File: src/rtl/serial_alu_pkg.sv
// Shared definitions for the bit-serial ALU.
//   op_e      : 3-bit opcode encoding
//   state_e   : IDLE/RUN controller states
//   cnt_width : width of the bit-cycle counter for a given operand width
package serial_alu_pkg;

  typedef enum logic [2:0] {
    OP_NOR  = 3'b000,
    OP_ADD  = 3'b001,
    OP_XNOR = 3'b010,
    OP_SUB  = 3'b011,
    OP_AND  = 3'b100,
    OP_OR   = 3'b101,
    OP_XOR  = 3'b110,
    OP_CMP  = 3'b111
  } op_e;

  typedef enum logic {
    ST_IDLE = 1'b0,
    ST_RUN  = 1'b1
  } state_e;

  // The counter only has to reach WIDTH-1, so $clog2(WIDTH) bits suffice.
  function automatic int cnt_width(input int width);
    return (width < 2) ? 1 : $clog2(width);
  endfunction

endpackage

File: src/rtl/serial_alu_bitcell.sv
// One bit-slice of the serial ALU, evaluated once per bit-cycle.
// Ports:
//   a, b      : operand bits for the current position
//   carry_in  : carry (ADD) or borrow (SUB/CMP) from the previous bit
//   op        : latched opcode
//   r         : result bit
//   carry_out : carry/borrow to the next bit (0 for logical ops)
module serial_alu_bitcell
  import serial_alu_pkg::*;
(
  input  logic a,
  input  logic b,
  input  logic carry_in,
  input  op_e  op,
  output logic r,
  output logic carry_out
);

  always_comb begin
    r         = 1'b0;
    carry_out = 1'b0;
    case (op)
      OP_NOR:  r = ~(a | b);
      OP_XNOR: r = ~(a ^ b);
      OP_AND:  r = a & b;
      OP_OR:   r = a | b;
      OP_XOR:  r = a ^ b;
      OP_ADD: begin
        r         = a ^ b ^ carry_in;
        carry_out = (a & b) | (a & carry_in) | (b & carry_in);
      end
      // CMP shares the subtract chain; the top decides what to keep.
      OP_SUB, OP_CMP: begin
        r         = a ^ b ^ carry_in;
        carry_out = (~a & b) | (~a & carry_in) | (b & carry_in);
      end
      default: begin
        r         = 1'b0;
        carry_out = 1'b0;
      end
    endcase
  end

endmodule

File: src/rtl/serial_alu.sv
// Bit-serial ALU: one result bit per clock, LSB first, WIDTH cycles per op.
// Optional feature macro: SERIAL_ALU_CMP_EN enables op 111 (signed compare);
// without it op 111 runs the full length and returns zero.
// Ports:
//   clk, reset            : clock, asynchronous active-high reset
//   start, op, src_a/b    : request, opcode and operands (sampled in IDLE)
//   abort                 : cancel the operation in flight
//   busy, done            : operation in progress / one-cycle completion pulse
//   result, zero, carry,
//   sign, overflow        : result and flags, held until the next completion
module serial_alu
  import serial_alu_pkg::*;
#(
  parameter int WIDTH = 8
) (
  input  logic             clk,
  input  logic             reset,
  input  logic             start,
  input  logic             abort,
  input  logic [2:0]       op,
  input  logic [WIDTH-1:0] src_a,
  input  logic [WIDTH-1:0] src_b,
  output logic             busy,
  output logic             done,
  output logic [WIDTH-1:0] result,
  output logic             zero,
  output logic             carry,
  output logic             sign,
  output logic             overflow
);

  localparam int CW = cnt_width(WIDTH);

  state_e           state, state_nxt;
  op_e              op_q;
  logic [CW-1:0]    count;
  logic [WIDTH-1:0] a_sr, b_sr;
  logic [WIDTH-2:0] acc;
  logic             carry_q;
  logic             bit_r, bit_co;
  logic             last_bit, load, step, complete;
  logic [WIDTH-1:0] full;
  logic             arith_ovf;
  logic [WIDTH-1:0] fin_result;
  logic             fin_carry, fin_ovf;

  serial_alu_bitcell u_cell (
    .a         (a_sr[0]),
    .b         (b_sr[0]),
    .carry_in  (carry_q),
    .op        (op_q),
    .r         (bit_r),
    .carry_out (bit_co)
  );

  assign last_bit = (count == CW'(WIDTH - 1));
  assign load     = (state == ST_IDLE) && start;
  assign step     = (state == ST_RUN) && !abort;
  assign complete = step && last_bit;
  assign busy     = (state == ST_RUN);

  // The newest bit enters at the top, so after WIDTH steps the word is aligned.
  assign full      = {bit_r, acc};
  // Signed overflow of the MSB is carry-into xor carry-out (same for borrows).
  assign arith_ovf = carry_q ^ bit_co;

  // State register.
  always_ff @(posedge clk or posedge reset) begin
    if (reset) state <= ST_IDLE;
    else       state <= state_nxt;
  end

  // Abort wins over the final bit so an aborted op never completes.
  always_comb begin
    state_nxt = state;
    case (state)
      ST_IDLE: if (start) state_nxt = ST_RUN;
      ST_RUN:  if (abort || last_bit) state_nxt = ST_IDLE;
      default: state_nxt = ST_IDLE;
    endcase
  end

  // Operand shift registers, partial result and carry/borrow chain.
  always_ff @(posedge clk or posedge reset) begin
    if (reset) begin
      op_q    <= OP_NOR;
      a_sr    <= '0;
      b_sr    <= '0;
      acc     <= '0;
      carry_q <= 1'b0;
      count   <= '0;
    end else if (load) begin
      op_q    <= op_e'(op);
      a_sr    <= src_a;
      b_sr    <= src_b;
      acc     <= '0;
      carry_q <= 1'b0;
      count   <= '0;
    end else if (step) begin
      a_sr    <= a_sr >> 1;
      b_sr    <= b_sr >> 1;
      acc     <= full[WIDTH-1:1];
      carry_q <= bit_co;
      count   <= count + 1'b1;
    end else if (state == ST_RUN) begin
      count   <= '0;
    end
  end

  // Final result and flag selection from the last bit-cycle.
  always_comb begin
    fin_result = full;
    fin_carry  = 1'b0;
    fin_ovf    = 1'b0;
    case (op_q)
      OP_ADD, OP_SUB: begin
        fin_carry = bit_co;
        fin_ovf   = arith_ovf;
      end
      OP_CMP: begin
`ifdef SERIAL_ALU_CMP_EN
        fin_result    = '0;
        fin_result[0] = full[WIDTH-1] ^ arith_ovf;
        fin_carry     = bit_co;
`else
        fin_result = '0;
`endif
      end
      default: ;
    endcase
  end

  // Visible outputs only change at completion.
  always_ff @(posedge clk or posedge reset) begin
    if (reset) begin
      done     <= 1'b0;
      result   <= '0;
      zero     <= 1'b1;
      carry    <= 1'b0;
      sign     <= 1'b0;
      overflow <= 1'b0;
    end else begin
      done <= complete;
      if (complete) begin
        result   <= fin_result;
        zero     <= (fin_result == '0);
        carry    <= fin_carry;
        sign     <= fin_result[WIDTH-1];
        overflow <= fin_ovf;
      end
    end
  end

endmodule

File: config.mk
export PLATFORM = sky130hd
export DESIGN_NAME = serial_alu
export DESIGN_NICKNAME = d
export VERILOG_FILES = /design/src/rtl/serial_alu_pkg.sv /design/src/rtl/serial_alu_bitcell.sv /design/src/rtl/serial_alu.sv
export SDC_FILE = /design/constraint.sdc
export NUM_CORES = 1
export LEC_CHECK = 0
export ABC_CLOCK_PERIOD_IN_PS = 3300
export BUFFER_PORTS_ARGS = -buffer_cell sky130_fd_sc_hd__buf_2
export CORE_ASPECT_RATIO = 2
export CORE_MARGIN = 2
export CORE_UTILIZATION = 51
export CTS_CLUSTER_SIZE = 10
export DETAILED_ROUTE_END_ITERATION = 12
export PLACE_DENSITY = 0.86
export SETUP_SLACK_MARGIN = 0.05
export SLEW_MARGIN = 20
export SYNTH_ARGS = -nofsm -noshare
export SYNTH_HDL_FRONTEND = slang
export SYNTH_HIERARCHICAL = 1
export SYNTH_SLANG_ARGS = --single-unit
File: constraint.sdc
create_clock -name clk -period 3.3 [get_ports clk]
set_input_delay 0.165 -clock clk [delete_from_list [all_inputs] [get_ports clk]]
set_output_delay 0.165 -clock clk [all_outputs]
set_load 0.05 [all_outputs]
=== Word-level counts from Yosys, hierarchy flattened ===
Index checks and enable logic that the tools add are counted.

* Output and inout port bits: 14
* Word-level logic and storage cells: 70
* Register bits after elaboration: 44

* Mux-type cells: 19
* Bitwise logic cells: 17
* $add $sub $neg: 1
* Equal/unequal tests: 8
* Reductions and logical operators: 12

{| class="wikitable"
|+ Operator list
! cell !! count
|-
| $mux W8 || 5
|-
| $eq A3 B3 Y1 const B || 5
|-
| $mux W7 || 2
|-
| $mux W3 || 3
|-
| $logic_not A8 Y1 || 1
|-
| $eq A3 B2 Y1 const B || 2
|-
| $mux W1 || 6
|-
| $pmux W1 S6 || 1
|-
| $and A1 B1 Y1 || 5
|-
| $or A1 B1 Y1 || 5
|-
| $not A1 Y1 || 4
|-
| $pmux W1 S2 || 2
|-
| $reduce_or A2 Y1 || 2
|-
| $add A3 B1 Y3 const B || 1
|-
| $eq A3 B1 Y1 const B || 1
|-
| $logic_and A1 B1 Y1 || 3
|-
| $logic_not A3 Y1 || 1
|-
| $reduce_bool A3 Y1 || 1
|-
| $reduce_or A3 Y1 || 1
|-
| $xor A1 B1 Y1 || 3
|-
| $reduce_bool A2 Y1 || 1
|-
| $logic_not A1 Y1 || 1
|-
| $logic_or A1 B1 Y1 || 1
|}

=== Longest topological paths before layout ===
* Depth after elaboration: 7
* Gate-level depth with buffers: 9
* Mapped depth without buffers: 9

=== Modules after synthesis ===
The synthesis kept the hierarchy.

{| class="wikitable"
|+ Modules (own cells, without submodules)
! module !! area an instance (µm²) !! instances !! cells each !! sequential area each (µm²)
|-
| serial_alu || 1746.7 || 1 || 131 || 1077.3
|-
| serial_alu_bitcell || 190.2 || 1 || 26 || 0.0
|}

=== Least setup slack after synthesis ===
No wires, ideal clock.

* Path kind: flip-flop to flip-flop
* Start: register op_q[0]
* End: register zero
* Cell stages (with the launch flop): 9
* Arrival time: 1.598 ns
* Required time: 3.213 ns
* Slack: 1.615 ns
* Buffers on the path: 1
* Cells stage by stage: dfrtp_1 buf_6 mux2_4 a211oi_2 nor2_1 a211oi_1 nor4_1 nand2_1 a2bb2oi_1

* Longest elaborated chain between the ends: 5
* Elaborated cells on any way between the ends: 12
* Those cells by class: eq/ne (7); mux (2); reduce/logical (3)

{| class="wikitable"
|+ Ends and longest elaborated chain
! element !! RTL line !! RTL
|-
| from (decl) || serial_alu.sv:35 || <nowiki>op_e op_q;</nowiki>
|-
| from (signal assigned) || serial_alu.sv:93 || <nowiki>op_q <= op_e'(op);</nowiki>
|-
| $eq A3 B1 Y1, or another cell as far along || serial_alu_bitcell.sv:22 || <nowiki>case (op)</nowiki>
|-
| $reduce_or A3 Y1 (no line) || - ||
|-
| $pmux W1 S6 (*) || serial_alu_bitcell.sv:22 ||
|-
| net bit_r || serial_alu.sv:40 || <nowiki>logic bit_r, bit_co;</nowiki>
|-
| $mux W8 (*) || serial_alu.sv:115 || <nowiki>case (op_q)</nowiki>
|-
| $logic_not A8 Y1 (*) || serial_alu.sv:146 || <nowiki>zero <= (fin_result == '0);</nowiki>
|-
| to (signal assigned) || serial_alu.sv:146 ||
|-
| to (decl) || serial_alu.sv:26 || <nowiki>output logic zero,</nowiki>
|}

The timed path passes the listed nets; every way through them passes the cells marked *.
A chain may end at the register's enable or synchronous reset.

=== Worst setup path after layout ===
* Start: register a_sr[0]
* End: register zero

* Longest elaborated chain between the ends: 5
* Elaborated cells on any way between the ends: 9
* Those cells by class: mux (2); bitwise (6); reduce/logical (1)

{| class="wikitable"
|+ Ends and longest elaborated chain
! element !! RTL line !! RTL
|-
| from (decl) || serial_alu.sv:37 || <nowiki>logic [WIDTH-1:0] a_sr, b_sr;</nowiki>
|-
| from (signal assigned) || serial_alu.sv:94 || <nowiki>a_sr <= src_a;</nowiki>
|-
| from (signal assigned) || serial_alu.sv:100 || <nowiki>a_sr <= a_sr >> 1;</nowiki>
|-
| $xor A1 B1 Y1 / $or A1 B1 Y1 (equally long branches) || - ||
|-
| $xor A1 B1 Y1, or another cell as far along || serial_alu_bitcell.sv:29, serial_alu_bitcell.sv:34 ||
|-
| $pmux W1 S6 (*) || serial_alu_bitcell.sv:22 ||
|-
| net bit_r || serial_alu.sv:40 ||
|-
| $mux W8 (*) || serial_alu.sv:115 ||
|-
| $logic_not A8 Y1 (*) || serial_alu.sv:146 ||
|}

Marked as above.

==> summary.md <==
| Metric | Value |
|---|---|
| Die height | `91.2 µm` |
| Number of max-slew violations in the final report | `0` |
| Setup crit start kind | `register` |
| Gate count of the mapped netlist | `157` |
| Reg2Reg Setup Slack | `1380 ps` |
| Hpwl dp | `2600 µm` |
| Req. time, crit path | `3540 ps` |
| IO Port Bufs | `36` |
| Instance area after placement | `2150 µm²` |
| Crit path to | `zero$_DFFE_PP1P_` |
| Final Cell Area | `2250 µm²` |
| Area of the multi-input gates | `781 µm²` |
| Net count of the mapped netlist | `185` |
| Total track usage | `20.2%` |
| Total routed wirelength | `3640 µm` |
| Yosys warning count | `6` |
| Wirelength per Cell | `14.9 µm` |
| Total of flip-flops plus latches after synthesis | `43` |
| Skew-Pair Late Insertion Delay | `300 ps` |
| Total number of placement rows | `31` |
| Vias in the first global route | `1411` |
| Fill cell instance count of the final layout | `323` |
| Post-synthesis cell area | `1940 µm²` |
| Final estimated routing congestion in global placement | `0.757` |
| Synth unique cells | `33` |
| Smallest hold slack | `71.9 ps` |
| Ratio of routed vias to standard cells | `5.77` |
| Maximum number of pins on one net before global-route repair | `32` |
| Number of H-tree levels | `2` |
| Worst setup path category | `register to register` |
| Initial antenna violation count | `0` |
| Clock slew seen by the registers of the worst setup and hold paths | `90 ps` |
| Hold Vio Cnt, Final | `0` |
| Leakage power summed over all cells | `1.19 nW` |
| Setup repair after global routing missed its margin | `no` |
| Max-cap viol count | `0` |
| Number of setup violations in the final report | `0` |
| Post-CTS setup buffers | `0` |
| Crit path capture type | `register` |
| Start point of the critical path | `a_sr[0]$_DFFE_PP0P_` |
| Maximum clock frequency | `0.520 GHz` |
| Final critical delay including setup and external delays | `1920 ps` |
| Worst slew pin tran | `830 ps` |
| Die area | `4340 µm²` |
| Global-route wire length before repair | `6230 µm` |
| Smallest setup slack after layout | `1380 ps` |
| Total CTS buffers | `5` |
| Starting density of the core | `53.1%` |
| Run status | `finished clean` |
| Root Driver | `sky130_fd_sc_hd__clkbuf_8` |
| Area taken by flip-flops and latches | `1080 µm²` |
| Iteration-0 DRC Markers | `35` |
| Final worst-path cycle share | `58.2%` |
| First-pass iteration count of the detailed router | `4` |
| Placeable core area | `3650 µm²` |
| Via count | `1413` |
| Reg2Reg Depth | `8` |
| Max-slew headroom at the worst pin | `44.6%` |
| Final nets | `223` |
| Remaining antenna violation count | `0` |
| Startpoint of the lowest-slack register-to-register path | `a_sr[0]$_DFFE_PP0P_` |
| Data arrival time of the critical path | `2160 ps` |
| Worst R2R End | `zero$_DFFE_PP1P_` |
| Sum Neg Setup Slack | `0 ps` |
| I/O pin total | `37` |
| Class of the tightest hold or removal check | `input pin to register` |
| Average size of a mapped cell | `12.3 µm²` |
| Antenna diodes | `0` |
| Share of the yosys chip area belonging to registers | `55.6%` |
| Max Clock Skew | `9.21 ps` |
| Die Wd | `47.6 µm` |
| Share of layout cells above drive strength 1 | `29.6%` |
| Clock Tree Buf Depth | `2` |
| Clock sink total | `43` |
| Max VDD drop | `0.591 mV` |
| # DRC | `0` |
| Remaining global-route overflow | `0` |
| Post-Place Worst Slack | `1380 ps` |
| Max Fanout on Critical Path | `4` |
| TritonCTS clock tree | `done` |
| Area Growth Syn to Fin | `16.3%` |
| Pwr dens | `590 nW/µm²` |
metal layers:
metal	GRT usage (%)	wire, µm	part of all wire, %
met1	22.5	1390	38
met2	33.1	2000	55
met3	4.37	143	3.9
met4	11.0	106	2.9
met5	0	0	0
worst max-delay path, stage by stage, from the launching register on:
cell                        delay [ps]
sky130_fd_sc_hd__dfrtp_1           400
sky130_fd_sc_hd__inv_1              90
sky130_fd_sc_hd__ha_1              370
sky130_fd_sc_hd__xor2_1            200
sky130_fd_sc_hd__a21oi_1           220
sky130_fd_sc_hd__a211oi_1          130
sky130_fd_sc_hd__nor4_1            230
sky130_fd_sc_hd__nand2_1            90
sky130_fd_sc_hd__a2bb2oi_1         140
worst min path at each step:
stage | startpoint | end | slack (ps) | depth (start not counted)
floorplan | src_b[5] | b_sr[5]$_DFFE_PP0P_ | 290 | 2
global placement | src_b[5] | b_sr[5]$_DFFE_PP0P_ | 380 | 3
detailed placement | src_b[5] | b_sr[5]$_DFFE_PP0P_ | 390 | 3
CTS | src_b[5] | b_sr[5]$_DFFE_PP0P_ | 70 | 3
global route | src_a[7] | a_sr[7]$_DFFE_PP0P_ | 80 | 2
finish | src_b[5] | b_sr[5]$_DFFE_PP0P_ | 70 | 3
Yosys cell counts (all sizes together):
master / count / area (µm²)
a31oi: 1 / 21.3
nor2b: 2 / 12.5
ha: 5 / 62.6
dfstp: 1 / 26.3
mux2: 4 / 48.8
a22o: 32 / 280
nor4: 2 / 12.5
buf: 9 / 58.8
nand3b: 3 / 22.5
inv: 5 / 18.8
nand2: 7 / 26.3
xor2: 2 / 17.5
nor3b: 2 / 15.0
o21bai: 1 / 7.51
mux2i: 2 / 20.0
nor3: 1 / 5.00
o221ai: 1 / 8.76
nor2: 5 / 21.3
nand2b: 3 / 18.8
or3: 1 / 6.26
o21ai: 6 / 30.0
dfrtp: 42 / 1050
a2bb2oi: 1 / 8.76
clkbuf: 1 / 3.75
a211oi: 2 / 20.0
a21o: 13 / 97.6
a21oi: 3 / 15.0
kinds of logic after synthesis:
kind of cell / Yosys count / share of synthesized area [%]
xor+xnor: 2 / 0.905
compound gates: 60 / 25.3
simple gates: 26 / 7.23
flops: 43 / 55.6
buf+inv: 15 / 4.20
mux: 6 / 3.55
fa+ha+maj: 5 / 3.23
report_power, final:
| part | switching (mW) | leakage, nW | total [mW] | internal [mW] |
|---|---|---|---|---|
| sequential | 0.0839 | 0.559 | 0.689 | 0.605 |
| clock | 0.190 | 0.0443 | 0.342 | 0.151 |
| combinational | 0.148 | 0.583 | 0.299 | 0.151 |
| total | 0.422 | 1.19 | 1.33 | 0.907 |
placed cells by master, fill, tap and decap left out, types with 2 or more instances in the layout:
| master | n |
|---|---|
| sky130_fd_sc_hd__mux2i_1 | 2 |
| sky130_fd_sc_hd__ha_1 | 5 |
| sky130_fd_sc_hd__o21ai_0 | 5 |
| sky130_fd_sc_hd__xor2_1 | 2 |
| sky130_fd_sc_hd__nor4_1 | 2 |
| sky130_fd_sc_hd__a21o_1 | 13 |
| sky130_fd_sc_hd__buf_2 | 36 |
| sky130_fd_sc_hd__buf_4 | 4 |
| sky130_fd_sc_hd__clkinv_4 | 2 |
| sky130_fd_sc_hd__dfrtp_1 | 42 |
| sky130_fd_sc_hd__mux2_2 | 3 |
| sky130_fd_sc_hd__nand3b_1 | 3 |
| sky130_fd_sc_hd__inv_1 | 4 |
| sky130_fd_sc_hd__a21oi_1 | 3 |
| sky130_fd_sc_hd__clkbuf_8 | 5 |
| sky130_fd_sc_hd__nor2_1 | 4 |
| sky130_fd_sc_hd__nand2b_1 | 3 |
| sky130_fd_sc_hd__a22o_1 | 32 |
| sky130_fd_sc_hd__nand2_1 | 7 |
| sky130_fd_sc_hd__nor3b_1 | 2 |
per-stage QoR:
stage	power (mW)	std cells	utilization, %
floorplan	0.925	157	-
CTS	1.34	244	61.5
global route	1.41	245	61.8
finish	1.33	245	61.8
global placement	0.982	236	58.9
detailed placement	0.997	236	58.9
cell type report:
cell class | instances | share of cell area [%]
sequential | 43 | 47.8
clock buffer | 5 | 3.06
multi-input combinational | 99 | 34.7
timing repair buffer | 41 | 9.78
clock inverter | 3 | 1.11
inverter | 5 | 0.833
tap | 49 | 2.72
sequential cells by signal (all words and copies together), names as in the netlist:
signal / count
result: 8
a_sr: 8
b_sr: 8
acc: 7
overflow: 1
done: 1
zero: 1
op_q: 3
carry_q: 1
carry: 1
busy: 1
count: 3
what timing repair did:
item | 4_1_cts | 5_1_grt
hold buffers | 0 | 1
resized for setup | 0 | 0
hold endpoints to repair | 0 | 28
Note: power is estimated with default switching activity, not from simulation.
